[config.mk]
export PLATFORM = sky130hd
export DESIGN_NAME = mem_stage
export DESIGN_NICKNAME = d
export VERILOG_FILES = /design/src/rtl/mem_stage.sv
export SDC_FILE = /design/constraint.sdc
export NUM_CORES = 1
export LEC_CHECK = 0
export ABC_AREA = 1
export CAP_MARGIN = 20
export CORE_AREA = 8 8 254 256
export CTS_CLUSTER_DIAMETER = 100
export DETAILED_ROUTE_END_ITERATION = 10
export DIE_AREA = 0 0 262 264
export GPL_TIMING_DRIVEN = 0
export PLACE_DENSITY_LB_ADDON = 0.15
export SLEW_MARGIN = 20
export SYNTH_ARGS = -nofsm -noshare
export SYNTH_HDL_FRONTEND = slang
export SYNTH_SLANG_ARGS = --single-unit
[constraint.sdc]
create_clock -name clock -period 2.4 [get_ports clock]
set_input_delay 0.36 -clock clock [delete_from_list [all_inputs] [get_ports clock]]
set_output_delay 0.36 -clock clock [all_outputs]
set_load 0.005 [all_outputs]
[src/rtl/mem_stage.sv]
// rtl/mem_stage.sv - RV64 memory-access stage: dmem req/ack transactions, lane alignment, load extension
// One-entry WB output register; loads and stores hold the stage in BUSY until dmem_ack.
module mem_stage #(
  parameter int ADDR_W = 64,
  parameter int DATA_W = 64
) (
  input  logic              clock,
  input  logic              reset,
  input  logic              ex_valid,
  output logic              mem_ready,
  input  logic              MEM_w_ena,
  input  logic [4:0]        MEM_w_addr,
  input  logic [DATA_W-1:0] MEM_w_data,
  input  logic [2:0]        MEM_memrop,
  input  logic [2:0]        MEM_memwop,
  input  logic              MEM_mem_ena,
  input  logic              MEM_mem_wr,
  input  logic [ADDR_W-1:0] MEM_mem_addr,
  input  logic [DATA_W-1:0] MEM_mem_stor_data,
  input  logic [63:0]       MEM_pc,
  input  logic [31:0]       MEM_instr,
  output logic              dmem_req,
  output logic              dmem_we,
  output logic [ADDR_W-1:0] dmem_addr,
  output logic [DATA_W-1:0] dmem_wdata,
  output logic [7:0]        dmem_wmask,
  input  logic              dmem_ack,
  input  logic [DATA_W-1:0] dmem_rdata,
  output logic              mem_valid,
  input  logic              wb_ready,
  output logic              WB_w_ena,
  output logic [4:0]        WB_w_addr,
  output logic [DATA_W-1:0] WB_w_data,
  output logic [63:0]       WB_pc,
  output logic [31:0]       WB_instr,
  output logic              misalign_err
);

  typedef enum logic {S_IDLE, S_BUSY} state_t;

  state_t r_state, w_state_nxt;

  logic              r_mem_valid;
  logic              r_dmem_req;
  logic              r_dmem_we;
  logic [ADDR_W-1:0] r_dmem_addr;
  logic [DATA_W-1:0] r_dmem_wdata;
  logic [7:0]        r_dmem_wmask;
  logic              r_misalign_err;
  logic              r_wb_w_ena;
  logic [4:0]        r_wb_w_addr;
  logic [DATA_W-1:0] r_wb_w_data;
  logic [63:0]       r_wb_pc;
  logic [31:0]       r_wb_instr;

  // Operation captured at issue time, replayed into WB on dmem_ack
  logic              r_wr;
  logic [2:0]        r_rop;
  logic [2:0]        r_off;
  logic              r_w_ena;
  logic [4:0]        r_w_addr;
  logic [DATA_W-1:0] r_w_data;
  logic [63:0]       r_pc;
  logic [31:0]       r_instr;

  logic              w_out_free;
  logic              w_mem_ready;
  logic              w_accept;
  logic              w_st_ok;
  logic              w_is_mem;
  logic [1:0]        w_size;
  logic              w_misaligned;
  logic [7:0]        w_base;
  logic [7:0]        w_wmask;
  logic [DATA_W-1:0] w_wdata;
  logic [2:0]        w_off;
  logic              w_pass;
  logic              w_issue;
  logic              w_complete;
  logic              w_set_err;
  logic [DATA_W-1:0] w_rshift;
  logic [DATA_W-1:0] w_load_data;

  assign w_off       = MEM_mem_addr[2:0];
  assign w_out_free  = !r_mem_valid || wb_ready;
  assign w_mem_ready = (r_state == S_IDLE) && w_out_free;
  assign w_accept    = ex_valid && w_mem_ready;
  assign w_st_ok     = (MEM_memwop != 3'd0) && (MEM_memwop <= 3'd4);
  assign w_is_mem    = MEM_mem_ena && (MEM_mem_wr ? w_st_ok : (MEM_memrop != 3'd0));

  // Access size as log2(bytes); only meaningful when w_is_mem
  always_comb begin
    w_size = 2'd0;
    if (MEM_mem_wr) begin
      w_size = 2'(MEM_memwop - 3'd1);
    end else begin
      case (MEM_memrop)
        3'd1, 3'd5: w_size = 2'd0;
        3'd2, 3'd6: w_size = 2'd1;
        3'd3, 3'd7: w_size = 2'd2;
        3'd4:       w_size = 2'd3;
        default:    w_size = 2'd0;
      endcase
    end
  end

  always_comb begin
    w_misaligned = 1'b0;
    w_base       = 8'h01;
    case (w_size)
      2'd0: begin w_misaligned = 1'b0;              w_base = 8'h01; end
      2'd1: begin w_misaligned = w_off[0];          w_base = 8'h03; end
      2'd2: begin w_misaligned = |w_off[1:0];       w_base = 8'h0F; end
      default: begin w_misaligned = |w_off;         w_base = 8'hFF; end
    endcase
  end

  assign w_wmask = w_base << w_off;
  assign w_wdata = MEM_mem_stor_data << {w_off, 3'b000};

  always_comb begin
    w_state_nxt = r_state;
    w_pass      = 1'b0;
    w_issue     = 1'b0;
    w_complete  = 1'b0;
    w_set_err   = 1'b0;
    case (r_state)
      S_IDLE: begin
        if (w_accept) begin
          if (!w_is_mem || w_misaligned) begin
            w_pass    = 1'b1;
            w_set_err = w_is_mem;
          end else begin
            w_issue     = 1'b1;
            w_state_nxt = S_BUSY;
          end
        end
      end
      S_BUSY: begin
        if (dmem_ack) begin
          w_complete  = 1'b1;
          w_state_nxt = S_IDLE;
        end
      end
      default: w_state_nxt = S_IDLE;
    endcase
  end

  always_ff @(posedge clock) begin
    if (reset) r_state <= S_IDLE;
    else       r_state <= w_state_nxt;
  end

  assign w_rshift = dmem_rdata >> {r_off, 3'b000};

  always_comb begin
    w_load_data = w_rshift;
    case (r_rop)
      3'd1:    w_load_data = {{56{w_rshift[7]}},  w_rshift[7:0]};
      3'd2:    w_load_data = {{48{w_rshift[15]}}, w_rshift[15:0]};
      3'd3:    w_load_data = {{32{w_rshift[31]}}, w_rshift[31:0]};
      3'd5:    w_load_data = {56'd0, w_rshift[7:0]};
      3'd6:    w_load_data = {48'd0, w_rshift[15:0]};
      3'd7:    w_load_data = {32'd0, w_rshift[31:0]};
      default: w_load_data = w_rshift;
    endcase
  end

  always_ff @(posedge clock) begin
    if (reset) begin
      r_mem_valid    <= 1'b0;
      r_dmem_req     <= 1'b0;
      r_dmem_we      <= 1'b0;
      r_dmem_addr    <= '0;
      r_dmem_wdata   <= '0;
      r_dmem_wmask   <= 8'h00;
      r_misalign_err <= 1'b0;
      r_wb_w_ena     <= 1'b0;
      r_wb_w_addr    <= 5'd0;
      r_wb_w_data    <= '0;
      r_wb_pc        <= 64'd0;
      r_wb_instr     <= 32'd0;
      r_wr           <= 1'b0;
      r_rop          <= 3'd0;
      r_off          <= 3'd0;
      r_w_ena        <= 1'b0;
      r_w_addr       <= 5'd0;
      r_w_data       <= '0;
      r_pc           <= 64'd0;
      r_instr        <= 32'd0;
    end else begin
      if (r_mem_valid && wb_ready) r_mem_valid <= 1'b0;

      if (w_pass) begin
        r_wb_w_ena  <= MEM_w_ena && !w_set_err;
        r_wb_w_addr <= MEM_w_addr;
        r_wb_w_data <= MEM_w_data;
        r_wb_pc     <= MEM_pc;
        r_wb_instr  <= MEM_instr;
        r_mem_valid <= 1'b1;
        if (w_set_err) r_misalign_err <= 1'b1;
      end

      if (w_issue) begin
        r_wr         <= MEM_mem_wr;
        r_rop        <= MEM_memrop;
        r_off        <= w_off;
        r_w_ena      <= MEM_w_ena;
        r_w_addr     <= MEM_w_addr;
        r_w_data     <= MEM_w_data;
        r_pc         <= MEM_pc;
        r_instr      <= MEM_instr;
        r_dmem_req   <= 1'b1;
        r_dmem_we    <= MEM_mem_wr;
        r_dmem_addr  <= {MEM_mem_addr[ADDR_W-1:3], 3'b000};
        r_dmem_wdata <= MEM_mem_wr ? w_wdata : '0;
        r_dmem_wmask <= MEM_mem_wr ? w_wmask : 8'h00;
      end

      if (w_complete) begin
        r_dmem_req  <= 1'b0;
        r_wb_w_ena  <= r_w_ena;
        r_wb_w_addr <= r_w_addr;
        r_wb_w_data <= r_wr ? r_w_data : w_load_data;
        r_wb_pc     <= r_pc;
        r_wb_instr  <= r_instr;
        r_mem_valid <= 1'b1;
      end
    end
  end

  assign mem_ready    = w_mem_ready;
  assign dmem_req     = r_dmem_req;
  assign dmem_we      = r_dmem_we;
  assign dmem_addr    = r_dmem_addr;
  assign dmem_wdata   = r_dmem_wdata;
  assign dmem_wmask   = r_dmem_wmask;
  assign mem_valid    = r_mem_valid;
  assign WB_w_ena     = r_wb_w_ena;
  assign WB_w_addr    = r_wb_w_addr;
  assign WB_w_data    = r_wb_w_data;
  assign WB_pc        = r_wb_pc;
  assign WB_instr     = r_wb_instr;
  assign misalign_err = r_misalign_err;

endmodule
==> flow_metrics.env, run 1 <==
export IMPL_crit_path_max_fanout=2
export IMPL_yosys_warnings=0
export IMPL_ys_seq_area_frac=0.4121
export IMPL_setup_viol=0
export IMPL_die_h_um=264
export IMPL_start_util=0.3803
export IMPL_grt_max_degree=15
export IMPL_slew_headroom=0.3770
export IMPL_drcViolationCount=0
export IMPL_cp_slowest_stage_delay_ps=540
export IMPL_coreArea_um2=60800
export IMPL_detail_route_antenna_nets=0
export IMPL_outcome="completed"
export IMPL_dp_cells=5020
export IMPL_reg2reg_to="WB_w_data[25]$_SDFFE_PP0P_"
export IMPL_cp_data_required_time_ps=2040
export IMPL_crit_slowest_cell="clkdlybuf4s50_1"
export IMPL_stdcell_count=5131
export IMPL_clk_pin_slew_worst_paths_ps=60
export IMPL_clock_sinks=476
export IMPL_power_total_w=0.02207
export IMPL_gp_congestion=1.006
export IMPL_routedWlPerCell_um=21.74
export IMPL_ys_ff_latch=476
export IMPL_grt_ovfl_total=0
export IMPL_cts_root_buf="clkbuf_16"
export IMPL_peakVddDrop_uv=529.0
export IMPL_hold_class="primary input to register"
export IMPL_synth_distinct_cells=36
export IMPL_dp_slack_ps=-658.9
export IMPL_timing_fmax_mhz=432.4
export IMPL_period_needed_ps=2313
export IMPL_syn_to_final_growth_pct=41.62
export IMPL_worstSkewPairLatency_ps=610
export IMPL_layout_nets=4657
export IMPL_cp_start_kind="register"
export IMPL_synth_top_flop_cell="dfxtp_1"
export IMPL_post_route_util=0.5386
export IMPL_track_usage=0.3078
export IMPL_hold_viol=0
export IMPL_grt_pass1_wl_um=162800
export IMPL_clock_skew_ps=35.72
export IMPL_cap_violations=0
export IMPL_post_cts_resized=6
export IMPL_r2r_cells=10
export IMPL_fillers=6331
export IMPL_rows=91
export IMPL_ff2ff_setup_slack_ps=150
export IMPL_timing_final_ws_setup_ps=87.29
export IMPL_reg2reg_from="r_off[1]$_SDFFE_PP0P_"
export IMPL_min_from="MEM_mem_addr[21]"
export IMPL_dp_hpwl_um=88020
export IMPL_synth_async_sr_flop_share=0
export IMPL_cts_buffers=54
export IMPL_grt_pass1_vias=25880
export IMPL_crit_family="buffers and inverters"
export IMPL_cp_end_kind="primary output"
export IMPL_io_pin_count=678
export IMPL_tightest_slew_ps=934.4
export IMPL_final_seq_area_um2=9529
export IMPL_hold_buffers=0
export IMPL_vias_per_cell=5.172
export IMPL_die_width_um=262
export IMPL_dr_first_iter_drc_count=2204
export IMPL_antenna_found_initial=23
export IMPL_whs_path_depth=3
export IMPL_clock_path_buffers=3
export IMPL_postCtsSetupBuffers=0
export IMPL_leakagePower_nw=13.38
export IMPL_synthCells=3556
export IMPL_drv_slew=0
export IMPL_syn_area_um2=23120
export IMPL_synth_area_per_cell_um2=6.503
export IMPL_synth_edf_count=0
export IMPL_cp_buffers_inverters=2
export IMPL_io_buffers=672
export IMPL_multi_input_area_um2=11590
export IMPL_dr_total_vias=26540
export IMPL_htree_levels=2
export IMPL_rsz0062_at_grt="false"
export IMPL_cts_tree="yes"
export IMPL_crit_chain="nand2_1 > inv_1 > nor2_4 > clkdlybuf4s50_1"
export IMPL_power_density_nw_per_um2=673.9
export IMPL_cp_arrival_ps=1950
export IMPL_finalWirelength_um=111500
export IMPL_min_to="dmem_addr[21]$_SDFFE_PP0P_"
export IMPL_drive_above_1_share=0.05920
export IMPL_drt_pass1_iter_count=5
export IMPL_die_area_um2=69170
export IMPL_finalCritPeriodShare=0.9636
export IMPL_crit_type="register to primary output"
==> power by group <==
part | switching (W) | leakage, nW | internal, W
logic | 0.00275 | 8.60 | 0.00213
registers | 0.000259 | 3.89 | 0.00844
clock network | 0.00346 | 0.893 | 0.00503
==> routing by layer <==
layer  track usage  share of wire  vias up
met4        0.1365          0.046       16
li1              -              -    12970
met1        0.3644           0.39    12270
met5             0        0.00086        -
met3       0.07805          0.083      227
met2        0.5205           0.48     1053
==> cell usage after synthesis (30+ instances only) <==
cell type  instances  area share
nand2_1         1042        0.17
dfxtp_1          476        0.41
nor2_1           473       0.077
o21ai_0          381       0.082
a21oi_1          342       0.074
inv_1            167       0.027
nand3_1          158       0.034
clkbuf_1         137       0.022
o21ai_1          100       0.022
buf_2             81       0.018
nand3b_1          51       0.017
buf_4             30      0.0097
==> worst register-to-register path: stages, from the launching register on <==
cell     delay [ps]
dfxtp_1         360
inv_2           170
buf_2           280
buf_2           310
nand3_1         140
a21oi_1         260
o21ai_0         130
nor2_1          210
nor2_1           70
nor2_1          140
nor2_1           50
==> per-stage QoR <==
stage / hold WS (ps) / instance area (um2) / setup TNS, ps
finish: 295.4 / 32750 / 0
global route: 284.7 / 32730 / 0
CTS: 264.7 / 32670 / 0
detailed placement: 437.6 / 30850 / -216100
global placement: 434.1 / 30850 / -205320
floorplan: 424.5 / 23130 / 0
==> state kept, by name, summed over array words and instances, names as in the netlist, 5 cells and up <==
name	count
WB_instr	32
WB_w_addr	5
WB_pc	64
r_pc	64
dmem_wmask	8
r_w_addr	5
r_instr	32
dmem_wdata	64
WB_w_data	64
r_w_data	64
dmem_addr	61
==> logic make-up (layout without fill, tap and decap cells) <==
| kind of cell | Yosys count | in the layout | synth area share |
|---|---|---|---|
| compound gates | 866 | 866 | 0.1925 |
| fa+ha+maj | 1 | 1 | 0.0005410 |
| buf+inv | 458 | 1224 | 0.08831 |
| flops | 476 | 476 | 0.4121 |
| other cells | 1 | 20 | 0.0001622 |
| simple gates | 1754 | 1754 | 0.3064 |
==> worst max path at each step <==
| stage | from | endpoint | slack, ps | depth (start not counted) |
|---|---|---|---|---|
| after floorplan | MEM_memwop[0] | WB_pc[10]$_SDFFE_PP0P_ | 560 | 13 |
| after global placement | reset | WB_w_data[15]$_SDFFE_PP0P_ | -630 | 6 |
| after CTS | r_state$_SDFF_PP0_ | WB_pc[61]$_SDFFE_PP0P_ | 20 | 7 |
| final | mem_valid$_SDFFE_PP0P_ | mem_ready | 90 | 4 |
| after detailed placement | reset | WB_w_data[15]$_SDFFE_PP0P_ | -660 | 6 |
| after global routing | r_off[0]$_SDFFE_PP0P_ | WB_w_data[25]$_SDFFE_PP0P_ | 2 | 11 |
==> cell usage in the layout (no fill, tap or decap), types with 100 or more instances in the layout <==
master	n
o21ai_1	100
o21ai_0	381
inv_1	167
nand2_1	1042
nor2_1	471
clkdlybuf4s50_1	672
dfxtp_1	476
a21oi_1	342
nand3_1	158
clkbuf_1	142
==> final cells by class <==
type | instances | area share
multi-input combinational | 2624 | 0.3539
sequential | 476 | 0.2910
timing repair buffer | 672 | 0.2054
clock buffer | 80 | 0.04887
buffer | 281 | 0.04283
tap | 790 | 0.03018
inverter | 176 | 0.02029
clock inverter | 15 | 0.006266
antenna | 17 | 0.001299
Note: power is estimated with default switching activity, not from simulation.
==> run 2: changes to the inputs <==
--- a/config.mk
+++ b/config.mk
@@ -9,6 +9,6 @@
 export CAP_MARGIN = 20
-export CORE_AREA = 8 8 254 256
+export CORE_AREA = 2 2 261 263
 export CTS_CLUSTER_DIAMETER = 100
 export DETAILED_ROUTE_END_ITERATION = 10
-export DIE_AREA = 0 0 262 264
+export DIE_AREA = 0 0 263 265
 export GPL_TIMING_DRIVEN = 0
==> constraint.sdc (replaced) <==
create_clock -name clock -period 2.4 [get_ports clock]
set_input_delay 0.24 -clock clock [delete_from_list [all_inputs] [get_ports clock]]
set_output_delay 0.24 -clock clock [all_outputs]
set_load 0.005 [all_outputs]
==> run 2 against run 1 <==
  * Sequential cell count is the same
  * Non-clock buffer count stayed put
  * Clock skew down 1.9 ps
  * Die area increased by 0.76%
  * Critical path type is now register to register
==> flow_metrics.env, run 2 (same netlist as run 1, synthesis figures left out) <==
export IMPL_start_util=0.3462
export IMPL_gp_congestion=0.9730
export IMPL_clock_path_buffers=3
export IMPL_min_from="MEM_mem_addr[14]"
export IMPL_wl_met3_um=7834
export IMPL_grt_pass1_vias=25250
export IMPL_track_usage=0.2994
export IMPL_antenna_found_initial=23
export IMPL_tightest_slew_ps=950.9
export IMPL_hold_class="primary input to register"
export IMPL_drive_above_1_share=0.05990
export IMPL_syn_to_final_growth_pct=42.22
export IMPL_clock_skew_ps=33.81
export IMPL_crit_path_max_fanout=10
export IMPL_place_area_um2=30950
export IMPL_grt_max_degree=17
export IMPL_worstSkewPairLatency_ps=640
export IMPL_drv_slew=0
export IMPL_reg2reg_from="r_off[1]$_SDFFE_PP0P_"
export IMPL_cts_root_buf="clkbuf_16"
export IMPL_dr_total_vias=26440
export IMPL_cp_data_required_time_ps=2900
export IMPL_io_buffers=672
export IMPL_die_width_um=263
export IMPL_power_density_nw_per_um2=678.6
export IMPL_cp_end_kind="register"
export IMPL_dp_slack_ps=-496.5
export IMPL_dr_first_iter_drc_count=2228
export IMPL_grt_ovfl_total=0
export IMPL_vias_per_cell=5.074
export IMPL_rows=95
export IMPL_top_layer="met5"
export IMPL_timing_final_ws_setup_ps=101.0
export IMPL_fin_area_um2=32890
export IMPL_htree_levels=2
export IMPL_cp_start_kind="register"
export IMPL_detail_route_antenna_nets=0
export IMPL_cts_buffers=54
export IMPL_timing_fmax_mhz=435.0
export IMPL_rsz0062_at_grt="false"
export IMPL_period_needed_ps=2299
export IMPL_dp_hpwl_um=84850
export IMPL_grt_pass1_wl_um=159300
export IMPL_cts_tree="yes"
export IMPL_crit_type="register to register"
export IMPL_cp_arrival_ps=2800
export IMPL_drt_pass1_iter_count=6
export IMPL_finalCritPeriodShare=0.9579
export IMPL_setup_viol=0
export IMPL_leakagePower_nw=13.40
export IMPL_routedWlPerCell_um=20.72
export IMPL_layout_nets=4657
export IMPL_post_route_util=0.4923
export IMPL_slew_headroom=0.3661
export IMPL_coreArea_um2=66800
export IMPL_drcViolationCount=0
export IMPL_power_total_w=0.02232
export IMPL_clock_sinks=476
export IMPL_setup_worst_path_start="r_off[1]$_SDFFE_PP0P_"
export IMPL_outcome="completed"
export IMPL_wl_met2_um=51150
export IMPL_cap_violations=0
export IMPL_finalWirelength_um=108000
export IMPL_wl_met1_um=44310
export IMPL_die_h_um=265
export IMPL_io_pin_count=678
export IMPL_postCtsSetupBuffers=0
export IMPL_clk_pin_slew_worst_paths_ps=60
export IMPL_layout_common_cells="nand2_1, clkdlybuf4s50_1, dfxtp_1"
export IMPL_hold_viol=0
export IMPL_peakVddDrop_uv=603.6
export IMPL_layout_commonest_cell="nand2_1"
export IMPL_die_area_um2=69700
run 2: timing repair:
| item | 4_1_cts | 5_1_grt |
|---|---|---|
| cloned | 0 | 0 |
| hold buffers | 0 | 0 |
| resized for setup | 3 | 17 |
| setup endpoints to repair | 38 | 59 |
| pin swaps | 0 | 0 |
run 2: routing by layer:
metal | track usage | vias up
li1 | - | 12960
met1 | 0.3743 | 12150
met2 | 0.5021 | 1088
met3 | 0.05750 | 238
met4 | 0.1300 | 12
met5 | 0 | -
run 2: worst paths after layout:
check        slack [ps]  cells past startpoint                          to
max                 100                     10  WB_w_data[25]$_SDFFE_PP0P_
max reg2reg         100                     10  WB_w_data[25]$_SDFFE_PP0P_
min                 150                      3  dmem_addr[14]$_SDFFE_PP0P_
min reg2reg         450                      2       r_pc[39]$_SDFFE_PP0P_
run 2: critical path: stages, from the launching register on:
cell	delay, ps
dfxtp_1	370
inv_2	170
buf_2	280
buf_1	400
nand3_1	130
a21oi_1	240
o21ai_0	110
nor2_1	200
nor2_1	70
nor2_1	140
nor2_1	50
run 2: final cells by class:
type	instances	area, um2
Antenna cell	14	35.03
Buffer	281	1393
Clock buffer	76	1584
Clock inverter	19	291.5
Fill cell	6910	33920
Inverter	176	663.1
Multi-Input combinational cell	2624	11570
Sequential cell	476	9529
Tap cell	873	1092
Timing Repair Buffer	672	6726
run 2: power by group:
| part | switching [W] | internal (W) | leakage [nW] |
|---|---|---|---|
| clock | 0.00362 | 0.00514 | 0.922 |
| sequential | 0.000281 | 0.00844 | 3.89 |
| combinational | 0.00271 | 0.00213 | 8.59 |
run 2: stage by stage:
stage | std cells | hold WS, ps | setup TNS (ps)
6_report | 5211 | 154.7 | 0
5_1_grt | 5210 | 150.1 | 0
4_1_cts | 5198 | 129.8 | 0
3_5_place_dp | 5103 | 438.4 | -144120
3_3_place_gp | 5103 | 433.3 | -144150
2_1_floorplan | 3558 | 382.8 | 0
==> run 3: changes to the inputs <==
Settings changed: GPL_ROUTABILITY_DRIVEN from default to 0, MAX_ROUTING_LAYER from default to met4.
==> run 3 against run 2 <==
  * Final cell count rose by 0.17%
  * Design area rose by 0.10%
  * Clock power rose by 0.8%
  * Register-to-register slack improved by 20 ps
  * Die area did not move
  * Critical path type unchanged
  * Global-route usage rose by 0.32 points
  * Sequential cell count did not move
  * Critical path depth rose by 3
  * Via count rose by 0.14%
  * First-iteration DRC count rose by 2.6%
  * Total power rose by 0.33%
  * Sequential power barely moved
==> flow_metrics.env, run 3 (same netlist as run 1, synthesis figures left out) <==
export IMPL_coreArea_um2=66800
export IMPL_finalCritPeriodShare=0.9516
export IMPL_start_util=0.3462
export IMPL_hold_viol=0
export IMPL_die_width_um=263
export IMPL_vias_per_cell=5.072
export IMPL_cap_violations=0
export IMPL_htree_levels=2
export IMPL_layout_common_cells="nand2_1, clkdlybuf4s50_1, dfxtp_1"
export IMPL_period_needed_ps=2284
export IMPL_io_buffers=672
export IMPL_cts_buffers=55
export IMPL_tightest_slew_ps=963.5
export IMPL_clock_path_buffers=3
export IMPL_worstSkewPairLatency_ps=610
export IMPL_power_total_w=0.02239
export IMPL_fin_tns_setup_ps=0
export IMPL_timing_fmax_mhz=437.9
export IMPL_setup_viol=0
export IMPL_crit_type="register to register"
export IMPL_die_h_um=265
export IMPL_drive_above_1_share=0.06074
export IMPL_power_density_nw_per_um2=680.1
export IMPL_leakagePower_nw=13.42
export IMPL_dr_total_vias=26480
export IMPL_layout_commonest_cell="nand2_1"
export IMPL_syn_to_final_growth_pct=42.37
export IMPL_antenna_found_initial=19
export IMPL_cp_arrival_ps=2780
export IMPL_dp_hpwl_um=82400
export IMPL_fillers=6904
export IMPL_drcViolationCount=0
export IMPL_multi_input_area_um2=11580
export IMPL_detail_route_antenna_nets=0
export IMPL_clock_sinks=476
export IMPL_cts_tree="yes"
export IMPL_cp_end_kind="register"
export IMPL_hold_buffers=0
export IMPL_io_pin_count=678
export IMPL_track_usage=0.3026
export IMPL_grt_max_degree=14
export IMPL_crit_path_max_fanout=10
export IMPL_clk_pin_slew_worst_paths_ps=60
export IMPL_grt_pass1_wl_um=156900
export IMPL_finalWirelength_um=105700
export IMPL_cp_data_required_time_ps=2890
export IMPL_clock_skew_ps=14.75
export IMPL_hold_class="primary input to register"
export IMPL_grt_pass1_vias=25060
export IMPL_dr_first_iter_drc_count=2286
export IMPL_outcome="completed"
export IMPL_drv_slew=0
export IMPL_cp_start_kind="register"
export IMPL_routedWlPerCell_um=20.25
export IMPL_peakVddDrop_uv=496.5
export IMPL_rows=95
export IMPL_final_seq_area_um2=9529
export IMPL_postCtsSetupBuffers=0
export IMPL_grt_ovfl_total=0
export IMPL_slew_headroom=0.3576
export IMPL_rsz0062_at_grt="false"
export IMPL_die_area_um2=69700
export IMPL_drt_pass1_iter_count=5
export IMPL_layout_nets=4658
export IMPL_cts_root_buf="clkbuf_16"
==> run 3: cell count changes in the layout (fill, tap and decap cells not counted), sizes merged <==
cell	before	now
inv	174	173
diode	14	17
clkbuf	216	220
clkinvlp	1	3
clkinv	15	14
buf	141	142
bufinv	5	6
==> run 3: per-stage QoR <==
step	cells	hold WS, ps	setup slack [ps]	cell area [um2]	util
global placement	5103	433.8	-503.8	30950	0.4633
CTS	5204	141.6	32.75	32850	0.4918
global route	5220	185.7	0.4363	32920	0.4928
floorplan	3558	382.8	677.7	23130	-
finish	5220	181.7	116.3	32920	0.4928
detailed placement	5103	438.3	-503.8	30950	0.4633
==> run 3: cell type report <==
type,count,area share
clock inverters,20,0.007943
diodes,17,0.001292
multi-input cells,2624,0.3517
well taps,873,0.03318
inverters,176,0.02014
clock buffers,81,0.04971
repair buffers,672,0.2043
plain buffers,281,0.04226
flip-flops and latches,476,0.2895
==> run 3: where the power goes <==
part / switching [W] / leakage, nW / total [W] / internal [W]
registers: 0.000282 / 3.89 / 0.00872 / 0.00844
clock network: 0.00349 / 0.931 / 0.00883 / 0.00534
logic: 0.00270 / 8.60 / 0.00483 / 0.00213
total: 0.00648 / 13.4 / 0.0224 / 0.0159
==> run 3: repair_timing <==
| item | 4_1_cts | 5_1_grt |
|---|---|---|
| gates cloned | 0 | 0 |
| endpoints found under the setup margin | 5 | 130 |
| gates resized for setup | 2 | 22 |
| pin swaps | 0 | 0 |
==> run 3: final timing paths <==
path                            cells after the start                          end  slack [ps]                   from
worst max-delay path                               13   WB_w_data[60]$_SDFFE_PP0P_         120  r_off[0]$_SDFFE_PP0P_
worst min-delay path                                4  dmem_wdata[18]$_SDFFE_PP0P_         180        MEM_mem_addr[2]
worst max register to register                     13   WB_w_data[60]$_SDFFE_PP0P_         120  r_off[0]$_SDFFE_PP0P_
worst min register to register                      2        r_pc[38]$_SDFFE_PP0P_         450  r_pc[38]$_SDFFE_PP0P_
==> run 3: metal layers <==
metal	track usage	vias up	wire length, um
met4	0.1296	0	4695
li1	-	12980	-
met1	0.3698	12130	43770
met3	0.05732	222	7884
met5	-	-	0
met2	0.4883	1153	49370
==> run 3: critical path, stage by stage (launching register included) <==
cell and delay (ps):
dfxtp_1 450, inv_2 60, buf_4 170, nand2_1 80, nand3_1 90, nand3_1 80, nand2_1 150, nand2_4 170
nand3_2 160, buf_2 240, nor2_1 260, nor2_1 90, nor2_1 120, nor2_1 40
